## src/rtl/uart_word_packer_pkg.sv

```systemverilog
// uart_word_packer_pkg: shared FSM state encoding and default timeout for the UART word packer.
//   Exports: state_t (WAIT_HI / WAIT_LO), DEF_TIMEOUT_CYC.
package uart_word_packer_pkg;
    typedef enum logic {
        WAIT_HI = 1'b0,
        WAIT_LO = 1'b1
    } state_t;
    localparam int DEF_TIMEOUT_CYC = 2000;
endpackage

```

## src/rtl/uart_word_packer_if.sv

```systemverilog
// uart_word_packer_if: byte input, word stream and status signals of the UART word packer.
//   rx_byte/rx_done      byte strobe from the UART receiver
//   word_data/valid/ready  FWFT word stream towards the consumer
//   fifo_count/overflow/timeout_err/clr_err  status and error control
//   master = packer side, slave = byte source / word consumer side.
interface uart_word_packer_if #(parameter int DEPTH = 8);
    logic [7:0]              rx_byte;
    logic                    rx_done;
    logic [15:0]             word_data;
    logic                    word_valid;
    logic                    word_ready;
    logic [$clog2(DEPTH):0]  fifo_count;
    logic                    overflow;
    logic                    timeout_err;
    logic                    clr_err;
    modport master (
        input  rx_byte, rx_done, word_ready, clr_err,
        output word_data, word_valid, fifo_count, overflow, timeout_err
    );
    modport slave (
        output rx_byte, rx_done, word_ready, clr_err,
        input  word_data, word_valid, fifo_count, overflow, timeout_err
    );
endinterface

```

## src/rtl/uart_word_packer_sync_fifo.sv

```systemverilog
// sync_fifo: first-word-fall-through FIFO with occupancy count.
//   clk, rst_n    clock, async active-low reset
//   push/push_data  write request; accepted when not full or when a pop happens in the same cycle
//   pop           advance head; ignored when empty
//   pop_data      head word (0 while empty)
//   full, empty, count  occupancy status
module sync_fifo #(
    parameter int WIDTH = 16,
    parameter int DEPTH = 8
) (
    input  logic                     clk,
    input  logic                     rst_n,
    input  logic                     push,
    input  logic [WIDTH-1:0]         push_data,
    input  logic                     pop,
    output logic [WIDTH-1:0]         pop_data,
    output logic                     full,
    output logic                     empty,
    output logic [$clog2(DEPTH):0]   count
);
    localparam int AW = $clog2(DEPTH);
    logic [WIDTH-1:0] mem [DEPTH];
    logic [AW-1:0]    wr_ptr, rd_ptr;
    logic             do_push, do_pop;

    assign empty    = count == '0;
    assign full     = count == (AW+1)'(DEPTH);
    assign do_pop   = pop && !empty;
    assign do_push  = push && (!full || do_pop);
    assign pop_data = empty ? '0 : mem[rd_ptr];

    always_ff @(posedge clk or negedge rst_n) begin
        if (!rst_n) begin
            wr_ptr <= '0;
            rd_ptr <= '0;
            count  <= '0;
        end else begin
            wr_ptr <= wr_ptr + AW'(do_push);
            rd_ptr <= rd_ptr + AW'(do_pop);
            count  <= count + (AW+1)'(do_push) - (AW+1)'(do_pop);
        end
    end

    always_ff @(posedge clk) begin
        if (do_push) mem[wr_ptr] <= push_data;
    end
endmodule

```

## src/rtl/uart_word_packer.sv

```systemverilog
// uart_word_packer: pairs received UART bytes MSB-first into 16-bit words and buffers them in a FWFT FIFO.
//   clk, rst_n  clock, async active-low reset
//   bus         uart_word_packer_if.master: rx_byte/rx_done in, word_data/word_valid/word_ready stream out,
//               fifo_count, sticky overflow (cleared by clr_err), timeout_err pulse on orphan high byte drop.
module uart_word_packer
    import uart_word_packer_pkg::*;
#(
    parameter int DEPTH       = 8,
    parameter int TIMEOUT_CYC = DEF_TIMEOUT_CYC,
    parameter int TMR_W       = 16
) (
    input  logic                  clk,
    input  logic                  rst_n,
    uart_word_packer_if.master    bus
);
    state_t              state;
    logic [7:0]          hi_reg;
    logic [TMR_W-1:0]    timer;
    logic                overflow, timeout_err;
    logic                push, full, empty;

    // A low byte completes a word; if the FIFO is full with no pop the word is lost but pairing stays aligned.
    assign push            = state == WAIT_LO && bus.rx_done;
    assign bus.word_valid  = !empty;
    assign bus.overflow    = overflow;
    assign bus.timeout_err = timeout_err;

    sync_fifo #(.WIDTH(16), .DEPTH(DEPTH)) u_fifo (
        .clk       (clk),
        .rst_n     (rst_n),
        .push      (push),
        .push_data ({hi_reg, bus.rx_byte}),
        .pop       (bus.word_ready),
        .pop_data  (bus.word_data),
        .full      (full),
        .empty     (empty),
        .count     (bus.fifo_count)
    );

    always_ff @(posedge clk or negedge rst_n) begin
        if (!rst_n) begin
            state       <= WAIT_HI;
            hi_reg      <= '0;
            timer       <= '0;
            overflow    <= 1'b0;
            timeout_err <= 1'b0;
        end else begin
            timeout_err <= 1'b0;
            // full implies non-empty, so word_ready alone means a pop frees a slot this cycle
            overflow    <= (push && full && !bus.word_ready) ? 1'b1 : bus.clr_err ? 1'b0 : overflow;
            if (state == WAIT_HI) begin
                if (bus.rx_done) begin
                    hi_reg <= bus.rx_byte;
                    timer  <= '0;
                    state  <= WAIT_LO;
                end
            end else if (bus.rx_done) begin
                timer <= '0;
                state <= WAIT_HI;
            end else if (timer == TMR_W'(TIMEOUT_CYC - 1)) begin
                timeout_err <= 1'b1;
                timer       <= '0;
                state       <= WAIT_HI;
            end else begin
                timer <= timer + TMR_W'(1);
            end
        end
    end
endmodule

```

## src/flat_wrapper.sv

```systemverilog
// flat-port wrapper written by rule: the top's interface ports become plain ports
module uart_word_packer_flat import uart_word_packer_pkg::*;
#(
    parameter int DEPTH       = 8,
    parameter int TIMEOUT_CYC = DEF_TIMEOUT_CYC,
    parameter int TMR_W       = 16
)
  (clk, rst_n, bus_rx_byte, bus_rx_done, bus_word_ready, bus_clr_err, bus_word_data, bus_word_valid, bus_fifo_count, bus_overflow, bus_timeout_err);
  uart_word_packer_if #(.DEPTH(DEPTH)) bus_i ();
  input  logic clk;
  input  logic rst_n;
  input wire logic [$bits(bus_i.rx_byte)-1:0] bus_rx_byte;
  input wire logic [$bits(bus_i.rx_done)-1:0] bus_rx_done;
  input wire logic [$bits(bus_i.word_ready)-1:0] bus_word_ready;
  input wire logic [$bits(bus_i.clr_err)-1:0] bus_clr_err;
  output wire logic [$bits(bus_i.word_data)-1:0] bus_word_data;
  output wire logic [$bits(bus_i.word_valid)-1:0] bus_word_valid;
  output wire logic [$bits(bus_i.fifo_count)-1:0] bus_fifo_count;
  output wire logic [$bits(bus_i.overflow)-1:0] bus_overflow;
  output wire logic [$bits(bus_i.timeout_err)-1:0] bus_timeout_err;
  assign bus_i.rx_byte = bus_rx_byte;
  assign bus_i.rx_done = bus_rx_done;
  assign bus_i.word_ready = bus_word_ready;
  assign bus_i.clr_err = bus_clr_err;
  assign bus_word_data = bus_i.word_data;
  assign bus_word_valid = bus_i.word_valid;
  assign bus_fifo_count = bus_i.fifo_count;
  assign bus_overflow = bus_i.overflow;
  assign bus_timeout_err = bus_i.timeout_err;
  uart_word_packer #(.DEPTH(DEPTH), .TIMEOUT_CYC(TIMEOUT_CYC), .TMR_W(TMR_W)) u_core (.clk(clk), .rst_n(rst_n), .bus(bus_i));
endmodule
```

## config.mk

```make
export PLATFORM = sky130hd
export DESIGN_NAME = uart_word_packer_flat
export DESIGN_NICKNAME = d
export VERILOG_FILES = /design/src/rtl/uart_word_packer_pkg.sv /design/src/rtl/uart_word_packer_if.sv /design/src/rtl/uart_word_packer_sync_fifo.sv /design/src/rtl/uart_word_packer.sv /design/src/flat_wrapper.sv
export SDC_FILE = /design/constraint.sdc
export NUM_CORES = 1
export LEC_CHECK = 0
export CAP_MARGIN = 20
export CORE_MARGIN = 2
export CORE_UTILIZATION = 40
export DETAILED_ROUTE_END_ITERATION = 7
export GPL_ROUTABILITY_DRIVEN = 0
export HOLD_SLACK_MARGIN = 0.05
export PLACE_DENSITY = 0.6
export SYNTH_ARGS = -nofsm -noshare
export SYNTH_HDL_FRONTEND = slang
export SYNTH_SLANG_ARGS = --single-unit
```

## constraint.sdc

```tcl
create_clock -name clk -period 2.4 [get_ports clk]
set_input_delay 0.24 -clock clk [delete_from_list [all_inputs] [get_ports clk]]
set_output_delay 0.24 -clock clk [all_outputs]
set_load 0.01 [all_outputs]
```

Yosys cells after proc, flatten, opt, wreduce, memory -nomap -nowiden
Memory sizes are Yosys's and may differ from the RTL's.
Cells that the tools add are included.

storage, ports and cells
  input bits = 13
  RAM bits = 128
  bits in latches = 0
  memories = 1
  bits in read-only memories = 0
  output and inout bits = 23
  flip-flop bits (word level) = 37

cells by class
  equality and inequality tests = 2
  $add $sub $neg = 5
  reduce and logical (&&, ||, !) cells = 13
  bitwise gates (word level) = 1
  order comparisons = 0
  div/mod/pow operators = 0
  shift-type cells = 0
  multiplexer cells = 16
  $mul = 0

memory list
  memory             words  bits a word  rd ports  clocked after memory_dff  write ports  RTL line                          text
  u_core.u_fifo.mem  8      16           1         0                         1            uart_word_packer_sync_fifo.sv:22  logic [WIDTH-1:0] mem [DEPTH];

operators by type and width
  kind                   count
  $mux 16                5
  $add 16x1->16 const B  1
  $eq 16x11->1 const B   1
  $mux 1                 11
  $add 3x1->3            2
  $logic_and 1x1->1      5
  $add 4x1->4            1
  $eq 4x4->1 const B     1
  $logic_not 4->1        1
  $reduce_bool 2->1      2
  $sub 4x1->4            1
  $logic_not 1->1        3
  $reduce_and 2->1       1
  $logic_or 1x1->1       1
  $not 1->1              1

Logic depth before layout (Yosys ltp)
  depth in word-level cells = 7
  gate-level depth with buffers = 11
  gate-level depth less buffers = 10

Cells and area by module
Synthesis repeated with hierarchy kept, for this count alone.

second synthesis, totals
  cells, all modules = 379
  area total of the unflattened synthesis = 6745.2 um^2

modules (own cells, without submodules)
  module            times used  area each (um^2)  cells an instance
  sync_fifo         1           5371.4            241
  uart_word_packer  1           1373.8            138

Least setup slack after synthesis
No wires, ideal clock.

  kind = flip-flop to flip-flop
  start = register u_core.u_fifo.count[2]
  end = memory u_core.u_fifo.mem[0][0], enable pin
  library setup time = 0.409 ns
  path buffers = 0
  stages on the path, launching flop included = 8
  required time = 1.991 ns
  path slack = -0.168 ns
  arrival time = 2.158 ns
  path through = dfrtp_1 -> inv_1 -> ha_1 -> nor2b_1 -> o21bai_1 -> inv_1 -> nand2b_1 -> nor3_1

between the ends
  cells in the longest elaborated chain, start to end = 7
  elaborated cells on any way between the ends = 9
  classes of those cells = 1 x eq/ne; 2 x mux; 6 x reduce/logical

ends and longest elaborated chain
  item                            RTL line                          text
  start, declared                 uart_word_packer_sync_fifo.sv:19  output logic [$clog2(DEPTH):0] count
  start signal, assigned          uart_word_packer_sync_fifo.sv:40  count <= count + (AW+1)'(do_push) - (AW+1)'(do_pop);
  $logic_not 4->1                 uart_word_packer_sync_fifo.sv:26  assign empty = count == '0;
  $logic_not 1->1                 uart_word_packer_sync_fifo.sv:28  assign do_pop = pop && !empty;
  $logic_and 1x1->1               uart_word_packer_sync_fifo.sv:28
  $logic_or 1x1->1 *              uart_word_packer_sync_fifo.sv:29  assign do_push = push && (!full || do_pop);
  $logic_and 1x1->1 *             uart_word_packer_sync_fifo.sv:29
  $mux 1 *                        uart_word_packer_sync_fifo.sv:45  if (do_push) mem[wr_ptr] <= push_data;
  $mux 1 (implied by the code) *  uart_word_packer_sync_fifo.sv:45
  end, declared                   uart_word_packer_sync_fifo.sv:22

Mark *: on every way between the ends. The rest lies on a longest branch, timed or not.

Final worst setup path
  start = register u_core.u_fifo.rd_ptr[0]
  end = output bus_word_data[4]

between the ends
  cells in the longest elaborated chain, start to end = 2

ends and longest elaborated chain
  item                    RTL line                          text
  start, declared         uart_word_packer_sync_fifo.sv:23  logic [AW-1:0] wr_ptr, rd_ptr;
  start signal, assigned  uart_word_packer_sync_fifo.sv:39  rd_ptr <= rd_ptr + AW'(do_pop);
  $mem_v2 8x16            -
  $mux 16                 uart_word_packer_sync_fifo.sv:30  assign pop_data = empty ? '0 : mem[rd_ptr];
  end, declared           flat_wrapper.sv:16                output wire logic [$bits(bus_i.word_data)-1:0] bus_word_data;

No other way between the ends.

==> impl_results.rst <==
.. list-table::
   :header-rows: 1

   * - Metric
     - Value
   * - Post-Synthesis Cells
     - 391
   * - Worst setup SP type
     - flop
   * - Vias per Instance
     - 5.14
   * - Met2 track demand over resource
     - 26.5%
   * - Pleak
     - 3.01 nW
   * - Grt ovf
     - 0
   * - Clock transition at the registers of the reported paths
     - 0.06 ns
   * - Number of endpoints with negative hold slack in the final report
     - 0
   * - Total Neg Setup Slack
     - 0 ns
   * - Delay of the slowest cell on the worst path
     - 0.51 ns
   * - Setup slack of the worst register-to-register path
     - 0.32 ns
   * - Maximum number of pins on one net before global-route repair
     - 23
   * - Rows
     - 47
   * - Path category of the worst min-delay check
     - primary input to asynchronous set/reset pin
   * - IO buf count
     - 35
   * - Cell count after placement
     - 648
   * - Transition at the pin with the smallest max-transition slack
     - 0.496 ns
   * - Net count after synthesis
     - 416
   * - Height of the chip
     - 134 um
   * - Placed wire-length estimate after detailed placement
     - 7710 um
   * - Share of layout cells above drive strength 1
     - 26.2%
   * - Kind of end point of the critical path
     - output pin
   * - Cells taking the most area after synthesis
     - edfxtp_1, dfrtp_1, mux4_2
   * - Final-report setup violation count
     - 0
   * - Cell area after synthesis
     - 6750 um^2
   * - Maximum capacitance violations
     - 0
   * - Clk_skew
     - 0.00636 ns
   * - DRC violation count after routing
     - 0
   * - Number of antenna violations at the first check in global routing
     - 0
   * - Max clock buf depth
     - 2
   * - Critical Setup Path Class
     - flop to output pin
   * - Effective utilization at floorplan
     - 40.8%
   * - Max reg flops
     - 128
   * - R2R depth
     - 10
   * - Library cell occupying the most area in the post-synthesis netlist
     - edfxtp_1
   * - Routed len/inst
     - 19.2 um
   * - Clock insertion delay at the later pin of the skew report
     - 0.42 ns
   * - Global routing usage on met3
     - 3.67%
   * - Global-route layer with the greatest usage
     - met2
   * - Mean instance size in the synthesized netlist
     - 17.3 um^2
   * - Setup repair after global routing missed its margin
     - no
   * - Total number of clock tree sinks
     - 165
   * - Antenna Nets Post-Route
     - 0
   * - DRC violation total after the first TritonRoute iteration
     - 220
   * - Result of the run
     - finished clean
   * - Non-filler instance count after layout
     - 690
   * - Most common cell in the synthesized netlist
     - edfxtp_1
   * - Number of different library cells in the post-synthesis netlist
     - 46
   * - Detailed Routing Iterations Pass 1
     - 4
   * - Reg-to-reg startpoint
     - u_core.u_fifo.count[2]$_DFF_PN0_
   * - Crit path max-delay cell type
     - mux4_2
   * - Arrival time of the worst setup path
     - 2.04 ns
   * - Number of flops mapped to enable cells by yosys
     - 128
   * - CTS tree
     - done
   * - Overall via count from detail_route
     - 3548
   * - Portion of synthesized cell area occupied by the leading cell type
     - 57.0%
   * - DRT Wirelength
     - 13200 um
   * - Number of I/O pins
     - 36
   * - H-tree Lvls
     - 4
   * - Yosys Warn Count
     - 0
   * - Nets
     - 482
   * - Most numerous cell types in the synthesized netlist
     - edfxtp_1, dfrtp_1, mux4_2
   * - Antenna diode count
     - 0
   * - Number of global-route vias before repair
     - 3790
   * - Number of clock buffers inserted by TritonCTS
     - 17
   * - Most used flip-flop cell after synthesis
     - edfxtp_1
   * - Max Fanout on Critical Path
     - 7
   * - Sequential area share after synthesis
     - 70.7%
   * - Async set or reset register ratio after synthesis
     - 22.4%
   * - Endpoint required time on the critical path
     - 2.16 ns
   * - Final Max Slew Viols
     - 0
   * - Die Area
     - 17900 um^2
   * - Die outline width
     - 134 um
   * - Area growth from synthesis to final layout
     - 23.1%
   * - Crit share post-route
     - 95.2%
   * - Pwr/cell area
     - 1120 nW/um^2
   * - Number of inserted filler cells in the final layout
     - 1374
   * - Cell-by-cell listing of the critical path
     - buf_6 -> buf_12 -> mux4_2 -> mux2i_1 -> nor2_1 -> clkdlybuf4s15_1
   * - All-layer global routing usage
     - 16.2%
   * - Fin crit period
     - 2.28 ns
   * - Master cell of the clock root buffer
     - clkbuf_16
   * - Placeable core region
     - 16500 um^2
   * - Met1 Resource Use GR
     - 21.4%
   * - Wire length of the first global-routing pass
     - 21300 um
   * - VDD IR max
     - 633 uV
   * - Worst reg2reg endpoint
     - u_core.u_fifo.count[3]$_DFF_PN0_
   * - Highest Clock Rate
     - 438 MHz
   * - Flops & latches, synth
     - 165
   * - Headroom to the max-slew limit
     - 66.8%
==> worst max path at each step <==
stage / startpoint / depth (start not counted) / end / slack (ns)
finish: u_core.u_fifo.rd_ptr[0]$_DFF_PN0_ / 6 / bus_word_data[4] / 0.12
detailed placement: bus_rx_done / 9 / u_core.u_fifo.count[2]$_DFF_PN0_ / 0.23
global placement: u_core.u_fifo.rd_ptr[0]$_DFF_PN0_ / 5 / bus_word_data[12] / 0.25
CTS: u_core.u_fifo.rd_ptr[0]$_DFF_PN0_ / 6 / bus_word_data[11] / 0.008
global route: u_core.u_fifo.rd_ptr[0]$_DFF_PN0_ / 7 / bus_word_data[6] / 0.02
floorplan: u_core.u_fifo.count[2]$_DFF_PN0_ / 11 / u_core.u_fifo.count[2]$_DFF_PN0_ / 0.17
==> cells by family (layout without fill, tap and decap cells) <==
| logic type | after synthesis | count (layout) | share of synthesized area (%) |
|---|---|---|---|
| fa+ha+maj | 12 | 12 | 2.34 |
| buf+inv | 27 | 106 | 1.74 |
| simple gates | 102 | 102 | 7.49 |
| flops | 165 | 165 | 70.7 |
| xor+xnor | 5 | 5 | 0.649 |
| mux | 57 | 57 | 14.5 |
| compound gates | 23 | 23 | 2.54 |
==> cells in the final DEF (no fill, tap or decap), types with 4 or more instances in the layout <==
cell and count:
edfxtp_1 128, dfrtp_1 35, mux4_2 32, nor2_1 30, nand2_1 24, clkdlybuf4s50_1 18
clkbuf_16 17, mux2i_1 14, nand3_1 14, buf_12 14, inv_1 11, ha_1 11
mux2_2 8, clkbuf_2 7, buf_4 7, a21oi_1 6, nor2b_1 4, xor2_1 4
nand2b_1 4, nand4_1 4, clkinv_4 4, buf_2 4, dlygate4sd2_1 4
==> area by class of cell <==
class	instances	area (um^2)	share of cell area (%)
flip-flops and latches	165	4770	57.4
multi-input cells	199	1880	22.6
repair buffers	63	771	9.28
clock buffers	19	433	5.21
well taps	220	275	3.31
clock inverters	13	134	1.61
inverters	11	41.3	0.497
==> layer usage <==
metal,vias up,wire length [um]
met3,17,571
met4,0,188
li1,1646,-
met5,-,0
met1,1824,5920
met2,61,6570
==> critical path, delay by kind of cell (launching register included) <==
| family | cells | cell delay (ns) |
|---|---|---|
| flip-flops | 1 | 0.39 |
| AND/OR/NAND/NOR | 1 | 0.06 |
| buffers and inverters | 3 | 0.51 |
| multiplexers | 2 | 0.66 |
==> metrics by stage <==
stage	total power [mW]	setup slack (ns)	utilization, %	hold slack [ns]	cell area (um^2)
CTS	9.45	0.00790	50.5	0.273	8340
detailed placement	6.57	0.231	45.9	0.197	7590
floorplan	5.31	0.173	-	-0.0556	6760
finish	9.28	0.115	50.3	0.273	8310
global route	9.76	0.0205	50.3	0.294	8310
global placement	6.52	0.246	45.9	0.205	7590
==> timing repair <==
item / CTS / global route
endpoints found under the hold margin: 15 / 0
hold buffers: 1 / 0
resized for setup: 41 / 11
gates cloned: 4 / 0
setup buffers: 6 / 0
endpoints found under the setup margin: 16 / 12
==> report_power, final <==
part           switching, mW  internal (mW)  total (mW)
sequential             0.227           3.45        3.68
combinational           1.36           1.64        3.00
clock                   1.07           1.53        2.60
total                   2.65           6.62        9.28
Power figures use the tool's default switching activity.
